--- src/rtl/truth_table_sweeper.sv ---
// Clocked truth-table sweep: drives every input vector onto a combinational
// block, waits SETTLE cycles, samples z and tallies mismatches against EXPECTED.
module truth_table_sweeper #(
  parameter int                        N_IN     = 3,
  parameter logic [(1<<N_IN)-1:0]      EXPECTED = 8'hEA,
  parameter int                        SETTLE   = 2
) (
  input  logic            clk,
  input  logic            rst_n,
  input  logic            start,
  output logic [N_IN-1:0] abc,
  input  logic            z,
  output logic            busy,
  output logic            done,
  output logic            pass,
  output logic [N_IN:0]   err_count,
  output logic            first_fail_valid,
  output logic [N_IN-1:0] first_fail_idx
);

  localparam int              CNT_W    = (SETTLE < 2) ? 1 : $clog2(SETTLE + 1);
  localparam logic [CNT_W-1:0] CNT_LOAD = CNT_W'(SETTLE);
  localparam logic [N_IN-1:0]  LAST_IDX = '1;

  typedef enum logic [1:0] {IDLE, HOLD, CHECK, DONE} state_t;

  state_t            state, state_n;
  logic [N_IN-1:0]   idx, idx_n;
  logic [CNT_W-1:0]  cnt, cnt_n;
  logic [N_IN:0]     err_n;
  logic              ffv_n;
  logic [N_IN-1:0]   ffi_n;
  logic              busy_n, done_n, pass_n;
  logic              mismatch;

  // X or Z on the circuit output is treated as a failure, not a match.
  assign mismatch = (z !== EXPECTED[idx]);
  assign abc      = idx;

  always_ff @(posedge clk or negedge rst_n) begin
    if (!rst_n) begin
      state            <= IDLE;
      idx              <= '0;
      cnt              <= '0;
      err_count        <= '0;
      first_fail_valid <= 1'b0;
      first_fail_idx   <= '0;
      busy             <= 1'b0;
      done             <= 1'b0;
      pass             <= 1'b0;
    end else begin
      state            <= state_n;
      idx              <= idx_n;
      cnt              <= cnt_n;
      err_count        <= err_n;
      first_fail_valid <= ffv_n;
      first_fail_idx   <= ffi_n;
      busy             <= busy_n;
      done             <= done_n;
      pass             <= pass_n;
    end
  end

  always_comb begin
    state_n = state;
    idx_n   = idx;
    cnt_n   = cnt;
    err_n   = err_count;
    ffv_n   = first_fail_valid;
    ffi_n   = first_fail_idx;
    busy_n  = busy;
    done_n  = done;
    pass_n  = pass;
    case (state)
      IDLE, DONE: begin
        if (start) begin
          state_n = HOLD;
          idx_n   = '0;
          cnt_n   = CNT_LOAD;
          err_n   = '0;
          ffv_n   = 1'b0;
          ffi_n   = '0;
          busy_n  = 1'b1;
          done_n  = 1'b0;
          pass_n  = 1'b0;
        end
      end
      HOLD: begin
        cnt_n = cnt - 1'b1;
        if (cnt == CNT_W'(1)) state_n = CHECK;
      end
      CHECK: begin
        if (mismatch) begin
          err_n = err_count + 1'b1;
          if (!first_fail_valid) begin
            ffv_n = 1'b1;
            ffi_n = idx;
          end
        end
        // pass is decided from the tally that includes this final compare.
        if (idx == LAST_IDX) begin
          state_n = DONE;
          busy_n  = 1'b0;
          done_n  = 1'b1;
          pass_n  = (err_n == '0);
        end else begin
          state_n = HOLD;
          idx_n   = idx + 1'b1;
          cnt_n   = CNT_LOAD;
        end
      end
      default: state_n = IDLE;
    endcase
  end

endmodule
--- config.mk ---
export PLATFORM = sky130hd
export DESIGN_NAME = truth_table_sweeper
export DESIGN_NICKNAME = d
export VERILOG_FILES = /design/src/rtl/truth_table_sweeper.sv
export SDC_FILE = /design/constraint.sdc
export NUM_CORES = 1
export LEC_CHECK = 0
export BUFFER_PORTS_ARGS = -buffer_cell sky130_fd_sc_hd__buf_4
export CAP_MARGIN = 0
export CORE_MARGIN = 3
export CORE_UTILIZATION = 55
export DETAILED_ROUTE_END_ITERATION = 8
export GPL_TIMING_DRIVEN = 0
export PLACE_DENSITY = 0.85
export SYNTH_ARGS = -nofsm -noshare
export SYNTH_HDL_FRONTEND = slang
export SYNTH_SLANG_ARGS = --single-unit
--- constraint.sdc ---
create_clock -name clk -period 2.18 [get_ports clk]
set_input_delay 0.327 -clock clk [delete_from_list [all_inputs] [get_ports clk]]
set_output_delay 0.327 -clock clk [all_outputs]
set_load 0.05 [all_outputs]
==> results.json, run 1 <==
{
  "status": "finished, final reports clean",
  "fin_ws_ns": 0.100,
  "wl_per_cell_um": 13.0,
  "drive_above_1_share": 0.176,
  "hp-start": "start",
  "syn_nets": 155,
  "fin_util": 0.700,
  "track_usage": 0.208,
  "drtAntennaViolNets": 0,
  "hold_violations": 0,
  "critical_path_class": "reg -> reg",
  "synth-main-ff-cell": "dfrtp_1",
  "viasPerCell": 5.72,
  "numCtsBuffers": 3,
  "endpoint_kind": "flip-flop",
  "p_leak_nw": 0.615,
  "fin_cells": 192,
  "finish.net_count": 178,
  "seq_area_frac_synth": 0.379,
  "fp.dieH_um": 52.5,
  "num_vias": 1099,
  "gp_congestion": 0.832,
  "dpl-instance-area_um2": 1350,
  "r2r_start": "abc[0]",
  "holdPathEnd": "err_count[0]",
  "globalRoute.totalOverflow": 0,
  "timing.final.crit_period_ns": 2.08,
  "cts-root-buf": "clkbuf_4",
  "drt-pass1-iter-count": 4,
  "hpwl_um": 1950,
  "clkTransAtPathRegs_ns": 0.11,
  "synth_cells": 143,
  "max_freq_mhz": 481,
  "peakVddDrop_uv": 591,
  "critPathRequiredTime_ns": 2.37,
  "htree_num_levels": 1,
  "syn2layout_area_growth_pct": 17.9,
  "start_util": 0.594,
  "max_slew.worst_pin.slew_ns": 0.498,
  "drv_slew": 0,
  "netlist_top_cells_area": "dfrtp_1, ha_1, nand2_1",
  "min_path_cells": 4,
  "cts_buffer_depth": 2,
  "io_pins": 18,
  "sequentialPowerShare": 0.345,
  "p_switching_mw": 0.599,
  "drc_errors": 0,
  "place_inst": 187,
  "cts_tree": "done",
  "die_area_um2": 2760,
  "drv_cap": 0,
  "ys_types": 38,
  "drtIter0Drc": 21,
  "arrival_ns": 2.26,
  "critPathLaunch": "abc[0]",
  "grt_antenna_before_repair": 0,
  "holdWs_ns": 0.408,
  "combPwrFrac": 0.494,
  "reg2regPathDepth": 8,
  "report.final.setup_viol": 0,
  "grt_pass1_wl_um": 4350,
  "swShare": 0.465,
  "reg2reg_slack_ns": 0.10,
  "holdCritPathClass": "in -> reg",
  "portBuffers": 17,
  "cts_setup_buffers": 0,
  "ys_async_sr_fraction": 1.00,
  "skew_ns": 0.00174,
  "grt_pass1_vias": 1015,
  "intPower_mw": 0.689,
  "syn-cell-area_um2": 1190,
  "stdcell_area_um2": 1400,
  "wirelength_um": 2510,
  "p_per_area_nw_per_um2": 919,
  "relSlewSlack": 0.664,
  "fillers": 163,
  "numClockSinks": 18,
  "power_frac_clock": 0.162,
  "cp-start-kind": "flip-flop",
  "num_antenna_cells": 0,
  "crit_path_max_fanout": 8,
  "grt_max_degree": 19,
  "synth_area_per_cell_um2": 8.31,
  "rsz0062_at_grt": "yes",
  "netlist.area_leader.share": 0.379,
  "preCtsSetupSlack_ns": 0.106,
  "synth_warnings": 0,
  "core_area_um2": 2000,
  "period_share": 0.954,
  "synth_edf_count": 0,
  "fp.dieW_um": 52.5,
  "clk_latency_ns": 0.29,
  "reg2reg_to": "pass",
  "core.rowCount": 16,
  "yosys.area.top_type": "dfrtp_1",
  "ys_ff_latch": 18
}
[per-stage QoR]
stage	setup TNS, ns	power [mW]
final	0	1.29
after detailed placement	0	1.08
after global routing	-0.0435	1.42
after global placement	0	1.05
after CTS	0	1.29
after floorplan	0	0.916
[power by group through the flow]
| stage | combinational [mW] | sequential (mW) | clock, mW |
|---|---|---|---|
| 2_1_floorplan | 0.426 | 0.490 | 0 |
| 3_3_place_gp | 0.610 | 0.445 | 0 |
| 3_5_place_dp | 0.631 | 0.452 | 0 |
| 4_1_cts | 0.636 | 0.445 | 0.212 |
| 5_1_grt | 0.735 | 0.452 | 0.233 |
| 6_report | 0.636 | 0.444 | 0.208 |
[layer usage]
metal | routed length, um | up-vias | GRT usage
met5 | 0 | - | 0
met4 | 14 | 0 | 0.0638
met3 | 86 | 2 | 0.0399
met2 | 1300 | 19 | 0.364
met1 | 1110 | 520 | 0.254
li1 | - | 558 | -
[synth_stat cells (all sizes together), types with 2 or more instances]
| master | number |
|---|---|
| o21a | 4 |
| a22oi | 2 |
| nand2 | 20 |
| ha | 8 |
| o21ai | 17 |
| a21oi | 9 |
| mux2i | 3 |
| nand2b | 3 |
| nor3 | 3 |
| nand3 | 3 |
| inv | 12 |
| a211oi | 2 |
| clkbuf | 5 |
| nand4 | 2 |
| o211ai | 3 |
| a31oi | 3 |
| dfrtp | 18 |
| nor2 | 11 |
[registers in the layout (all words and copies together) (netlist names)]
register,cells
cnt,2
state,2
first_fail_valid,1
err_count,4
abc,3
busy,1
pass,1
first_fail_idx,3
done,1
[logic make-up after synthesis]
group                      count (synthesis)  synth area share
muxes                                      3            0.0253
AOI/OAI and AO/OA                         47             0.254
adders and majority gates                  8            0.0842
DFF                                       18             0.379
xor gates and xnor gates                   1           0.00737
and+or+nand+nor                           48             0.187
buffers and inverters                     18            0.0632
[worst max path at each step]
stage,endpoint,cells past startpoint
floorplan,err_count[2],8
global placement,err_count[2],8
detailed placement,pass,8
CTS,pass,8
global route,pass,8
finish,pass,8
[layout make-up]
type | count | area [um2] | area share
plain buffers | 6 | 30.0 | 0.0214
clock buffers | 4 | 36.3 | 0.0259
inverters | 12 | 45.0 | 0.0321
multi-input cells | 107 | 666 | 0.475
flip-flops and latches | 18 | 453 | 0.323
well taps | 27 | 33.8 | 0.0241
repair buffers | 18 | 138 | 0.0982
[repair_timing]
item	in CTS	in global routing
resized for setup	0	2
endpoints found under the hold margin	18	0
endpoints found under the setup margin	0	2
hold buffers	1	0
[worst max-delay path: stages (launching register included)]
cell,delay [ns]
dfrtp_2,0.46
inv_1,0.07
ha_1,0.22
and2_1,0.20
or3_1,0.33
buf_6,0.14
a211o_1,0.31
a31oi_1,0.18
a31oi_1,0.06
[cells in the final DEF (no fill, tap or decap), types with 2 or more instances in the layout]
cell      Yosys  layout
nand2_1      20      20
buf_4         0      17
dfrtp_1      18      16
o21ai_0      15      14
inv_1        12      12
nor2_1       10       9
a21oi_1       8       8
ha_1          8       8
clkbuf_1      5       5
o21a_1        4       4
nand2b_1      3       3
nor3_1        3       3
a31oi_1       3       3
o211ai_1      3       3
nand3_1       3       3
mux2i_1       3       3
clkbuf_4      0       3
nor2_2        1       2
o21ai_1       1       2
nand4_1       2       2
a22oi_1       2       2
dfrtp_2       0       2
Power figures use the tool's default switching activity.
==> inputs of run 2 (changes only) <==
--- a/config.mk
+++ b/config.mk
@@ -6,12 +6,11 @@
 export NUM_CORES = 1
 export LEC_CHECK = 0
 export BUFFER_PORTS_ARGS = -buffer_cell sky130_fd_sc_hd__buf_4
-export CAP_MARGIN = 0
 export CORE_MARGIN = 3
 export CORE_UTILIZATION = 55
 export DETAILED_ROUTE_END_ITERATION = 8
-export GPL_TIMING_DRIVEN = 0
-export PLACE_DENSITY = 0.85
+export GPL_TIMING_DRIVEN = 1
+export PLACE_DENSITY = 0.77
 export SYNTH_ARGS = -nofsm -noshare
 export SYNTH_HDL_FRONTEND = slang
 export SYNTH_SLANG_ARGS = --single-unit
==> results.json, run 2 (synthesized netlist as in run 1, its figures left out) <==
{
  "drtIter0Drc": 16,
  "grt_max_degree": 19,
  "holdPathEnd": "busy",
  "crit_path_max_fanout": 8,
  "place_inst": 185,
  "fin_cells": 190,
  "finalSetupTns_ns": 0,
  "cp-start-kind": "flip-flop",
  "clkTransAtPathRegs_ns": 0.11,
  "cts_buffer_depth": 2,
  "cts_tree": "done",
  "reg2reg_to": "err_count[2]",
  "numCtsBuffers": 3,
  "relSlewSlack": 0.705,
  "drt-pass1-iter-count": 4,
  "r2r_start": "abc[0]",
  "num_vias": 1071,
  "timing.final.crit_period_ns": 2.08,
  "io_pins": 18,
  "holdCritPathClass": "in -> reg",
  "min_path_cells": 3,
  "gp_congestion": 0.874,
  "final_common_cell": "buf_4",
  "fin_ws_ns": 0.103,
  "report.final.setup_viol": 0,
  "drc_errors": 0,
  "period_share": 0.953,
  "hpwl_um": 2080,
  "p_per_area_nw_per_um2": 953,
  "skew_ns": 0.00888,
  "regMostFlops": "err_count",
  "start_util": 0.594,
  "max_freq_mhz": 481,
  "numClockSinks": 18,
  "drv_cap": 0,
  "grt_pass1_wl_um": 4610,
  "peakVddDrop_uv": 746,
  "hold_violations": 0,
  "track_usage": 0.229,
  "reg2regPathDepth": 7,
  "viasPerCell": 5.64,
  "cts_setup_buffers": 0,
  "holdWs_ns": 0.405,
  "core_area_um2": 2000,
  "num_antenna_cells": 0,
  "most-common-layout-cells": "buf_4, nand2_1, dfrtp_1, o21ai_0, inv_1",
  "stdcell_area_um2": 1400,
  "core.rowCount": 16,
  "endpoint_kind": "flip-flop",
  "status": "finished, final reports clean",
  "grt_pass1_vias": 992,
  "preCtsSetupSlack_ns": 0.145,
  "die_area_um2": 2760,
  "htree_num_levels": 1,
  "largest_reg_flops": 4,
  "syn2layout_area_growth_pct": 17.9,
  "clk_latency_ns": 0.29,
  "finish.net_count": 176,
  "fp.dieW_um": 52.5,
  "wirelength_um": 2850,
  "wl_per_cell_um": 15.0,
  "drv_slew": 0,
  "critical_path_class": "reg -> reg",
  "critPathRequiredTime_ns": 2.40,
  "drive_above_1_share": 0.196,
  "arrival_ns": 2.30,
  "reg2reg_slack_ns": 0.10,
  "hp-start": "start",
  "globalRoute.totalOverflow": 0,
  "fp.dieH_um": 52.5,
  "grt_antenna_before_repair": 0,
  "fillers": 163,
  "fin_util": 0.700,
  "max_slew.worst_pin.slew_ns": 0.436,
  "finalPower_mw": 1.34,
  "drtAntennaViolNets": 0,
  "dpl-instance-area_um2": 1350,
  "p_leak_nw": 0.622,
  "cts-root-buf": "clkbuf_4",
  "portBuffers": 17,
  "rsz0062_at_grt": "no"
}
run 2: cell types whose count changed in the layout (fill, tap and decap cells not counted):
cell | before | now
nand2_2 | 0 | 1
buf_6 | 1 | 0
nor2_2 | 2 | 1
o21ai_1 | 2 | 1
o21ai_0 | 14 | 15
nand2_1 | 20 | 19
clkbuf_1 | 5 | 0
buf_4 | 17 | 21
nor2_1 | 9 | 10
run 2: critical path: stages, from the launching register on:
cell     delay (ns)
dfrtp_2        0.45
inv_1          0.06
ha_1           0.21
and2_1         0.20
or3_1          0.44
a211o_1        0.36
o21a_1         0.18
o21ai_1        0.10
run 2: per-layer routing:
metal,global-route usage,wire length [um],part of all wire,vias to the layer above
met5,0,0,0,-
met1,0.322,1390,0.49,504
met3,0.0370,66,0.023,4
met2,0.349,1350,0.47,13
met4,0.0936,42,0.015,0
li1,-,-,-,550
run 2: power by group:
group / switching [mW] / internal (mW) / total [mW]
logic: 0.455 / 0.232 / 0.687
registers: 0.0534 / 0.385 / 0.439
clock network: 0.107 / 0.102 / 0.209
run 2: worst max-delay path by stage:
| stage | startpoint | endpoint | slack [ns] | cells past startpoint |
|---|---|---|---|---|
| after floorplan | abc[0] | err_count[2] | 0.05 | 8 |
| after global placement | abc[0] | pass | 0.19 | 7 |
| after detailed placement | abc[0] | err_count[2] | 0.15 | 7 |
| after CTS | abc[0] | pass | 0.11 | 7 |
| after global routing | abc[0] | err_count[2] | 0.0006 | 7 |
| final | abc[0] | err_count[2] | 0.10 | 7 |
run 2: repair_timing:
| item | 4_1_cts | 5_1_grt |
|---|---|---|
| endpoints found under the hold margin | 18 | 0 |
| resized for setup | 0 | 1 |
| hold buffers | 1 | 0 |
| setup endpoints to repair | 0 | 2 |
run 2: layout make-up:
cell class,count,area (um2),share of cell area
timing repair buffer,22,168,0.120
inverter,12,45.0,0.0321
multi-input combinational,107,666,0.475
tap,27,33.8,0.0241
clock buffer,4,36.3,0.0259
sequential,18,453,0.323
==> inputs of run 3 (changes only) <==
--- a/config.mk
+++ b/config.mk
@@ -6,11 +6,13 @@
 export NUM_CORES = 1
 export LEC_CHECK = 0
 export BUFFER_PORTS_ARGS = -buffer_cell sky130_fd_sc_hd__buf_4
+export CELL_PAD_IN_SITES_DETAIL_PLACEMENT = 1
+export CELL_PAD_IN_SITES_GLOBAL_PLACEMENT = 2
 export CORE_MARGIN = 3
-export CORE_UTILIZATION = 55
+export CORE_UTILIZATION = 33
 export DETAILED_ROUTE_END_ITERATION = 8
 export GPL_TIMING_DRIVEN = 1
-export PLACE_DENSITY = 0.77
+export PLACE_DENSITY_LB_ADDON = 0.1
 export SYNTH_ARGS = -nofsm -noshare
 export SYNTH_HDL_FRONTEND = slang
 export SYNTH_SLANG_ARGS = --single-unit
==> results.json, run 3 (synthesized netlist as in run 1, its figures left out) <==
{
  "slowest_stage": "or3_1",
  "drtAntennaViolNets": 0,
  "combPwrFrac": 0.534,
  "num_vias": 1148,
  "cp-start-kind": "flip-flop",
  "finalSetupTns_ns": 0,
  "hpwl_um": 2550,
  "start_util": 0.351,
  "drtIter0Drc": 34,
  "status": "finished, final reports clean",
  "core.rowCount": 21,
  "critical_path_class": "reg -> reg",
  "rsz0062_at_grt": "no",
  "die_area_um2": 4360,
  "htree_num_levels": 1,
  "viasPerCell": 5.44,
  "hold_violations": 0,
  "grt_max_degree": 19,
  "cts-root-buf": "clkbuf_4",
  "max_slew.worst_pin.slew_ns": 0.540,
  "wl_per_cell_um": 15.5,
  "final_common_cell": "buf_4",
  "max_freq_mhz": 490,
  "clk_latency_ns": 0.29,
  "dpl-instance-area_um2": 1390,
  "swShare": 0.464,
  "sequentialPowerShare": 0.313,
  "arrival_ns": 2.26,
  "drt-pass1-iter-count": 4,
  "numCtsBuffers": 3,
  "fp.dieH_um": 66.0,
  "relSlewSlack": 0.639,
  "grt_antenna_before_repair": 0,
  "p_per_area_nw_per_um2": 946,
  "cts_setup_buffers": 0,
  "crit_chain": "inv_1 > ha_1 > and2_1 > or3_1 > a211o_1 > o21a_1 > o21ai_1",
  "timing.final.crit_period_ns": 2.04,
  "track_usage": 0.165,
  "crit_path_max_fanout": 6,
  "cts_tree": "done",
  "slowest_delay_ns": 0.43,
  "grt_pass1_vias": 1199,
  "regMostFlops": "err_count",
  "seqCellArea_um2": 453,
  "core_area_um2": 3390,
  "wirelength_um": 3280,
  "fp.dieW_um": 66.0,
  "globalRoute.totalOverflow": 0,
  "gp_congestion": 0.797,
  "endpoint_kind": "flip-flop",
  "holdCritPathClass": "in -> reg",
  "drv_slew": 0,
  "cts-hold-fix-buffers": 1,
  "numClockSinks": 18,
  "skew_ns": 0.00592,
  "critPathRequiredTime_ns": 2.40,
  "p_switching_mw": 0.631,
  "power_frac_clock": 0.153,
  "portBuffers": 17,
  "period_share": 0.935,
  "reg2regPathDepth": 7,
  "multi_input_area_um2": 663,
  "clkTransAtPathRegs_ns": 0.11,
  "drv_cap": 0,
  "post_cts_resize_count": 0,
  "peakVddDrop_uv": 361,
  "drive_above_1_share": 0.200,
  "min_path_cells": 3,
  "num_antenna_cells": 0,
  "fillers": 420,
  "report.final.setup_viol": 0,
  "finish.net_count": 178,
  "drc_errors": 0,
  "cts_buffer_depth": 2,
  "largest_reg_flops": 4,
  "intPower_mw": 0.729,
  "p_leak_nw": 0.633,
  "most-common-layout-cells": "buf_4, nand2_1, dfrtp_1, o21ai_0, inv_1",
  "stdcell_area_um2": 1440,
  "io_pins": 18,
  "grt_pass1_wl_um": 5570,
  "syn2layout_area_growth_pct": 20.9
}
## run 3: changes by cell type in the layout (fill, tap and decap cells not counted), sizes merged
cell / delta
buf: +2
## run 3: final cells by class
cell class,count,area share
clock buffer,4,0.0252
inverter,12,0.0313
multi-input combinational,107,0.461
sequential,18,0.315
tap,46,0.0400
timing repair buffer,24,0.127
## run 3: power by group through the flow
stage / Combinational, mW / Clock [mW] / Sequential [mW]
floorplan: 0.426 / 0 / 0.490
global placement: 0.721 / 0 / 0.430
detailed placement: 0.730 / 0 / 0.435
CTS: 0.735 / 0.219 / 0.428
global route: 0.811 / 0.237 / 0.437
finish: 0.726 / 0.208 / 0.426
## run 3: worst paths after layout
kind	slack [ns]	from	to
min in group asynchronous	0.44	rst_n	first_fail_idx[2]
setup / recovery	0.14	abc[1]	err_count[2]
hold reg to reg	0.52	cnt[1]	cnt[1]
setup reg to reg	0.14	abc[1]	err_count[2]
hold / removal	0.40	start	busy
max in group asynchronous	1.51	rst_n	abc[0]
## run 3: metrics by stage
step	util	hold WS [ns]	std cells	total power, mW	setup slack (ns)
after floorplan	-	0.0314	143	0.916	0.0503
after global placement	0.410	0.220	206	1.15	0.200
after detailed placement	0.410	0.222	206	1.16	0.161
after CTS	0.424	0.383	211	1.38	0.129
after global routing	0.424	0.429	211	1.48	0.0166
final	0.424	0.398	211	1.36	0.141
## run 3: critical path: cells and delay by family, from the launching register on
family          cells  cell delay, ns
compound gates      3            0.68
fa+ha+maj           1            0.19
buf+inv             1            0.05
flops               1            0.42
simple gates        2            0.63
## run 3: layer usage
layer  wire [um]  global-route usage
met1        1600               0.216
met2        1570               0.285
met3          95              0.0221
met4          14              0.0431
met5           0                   0
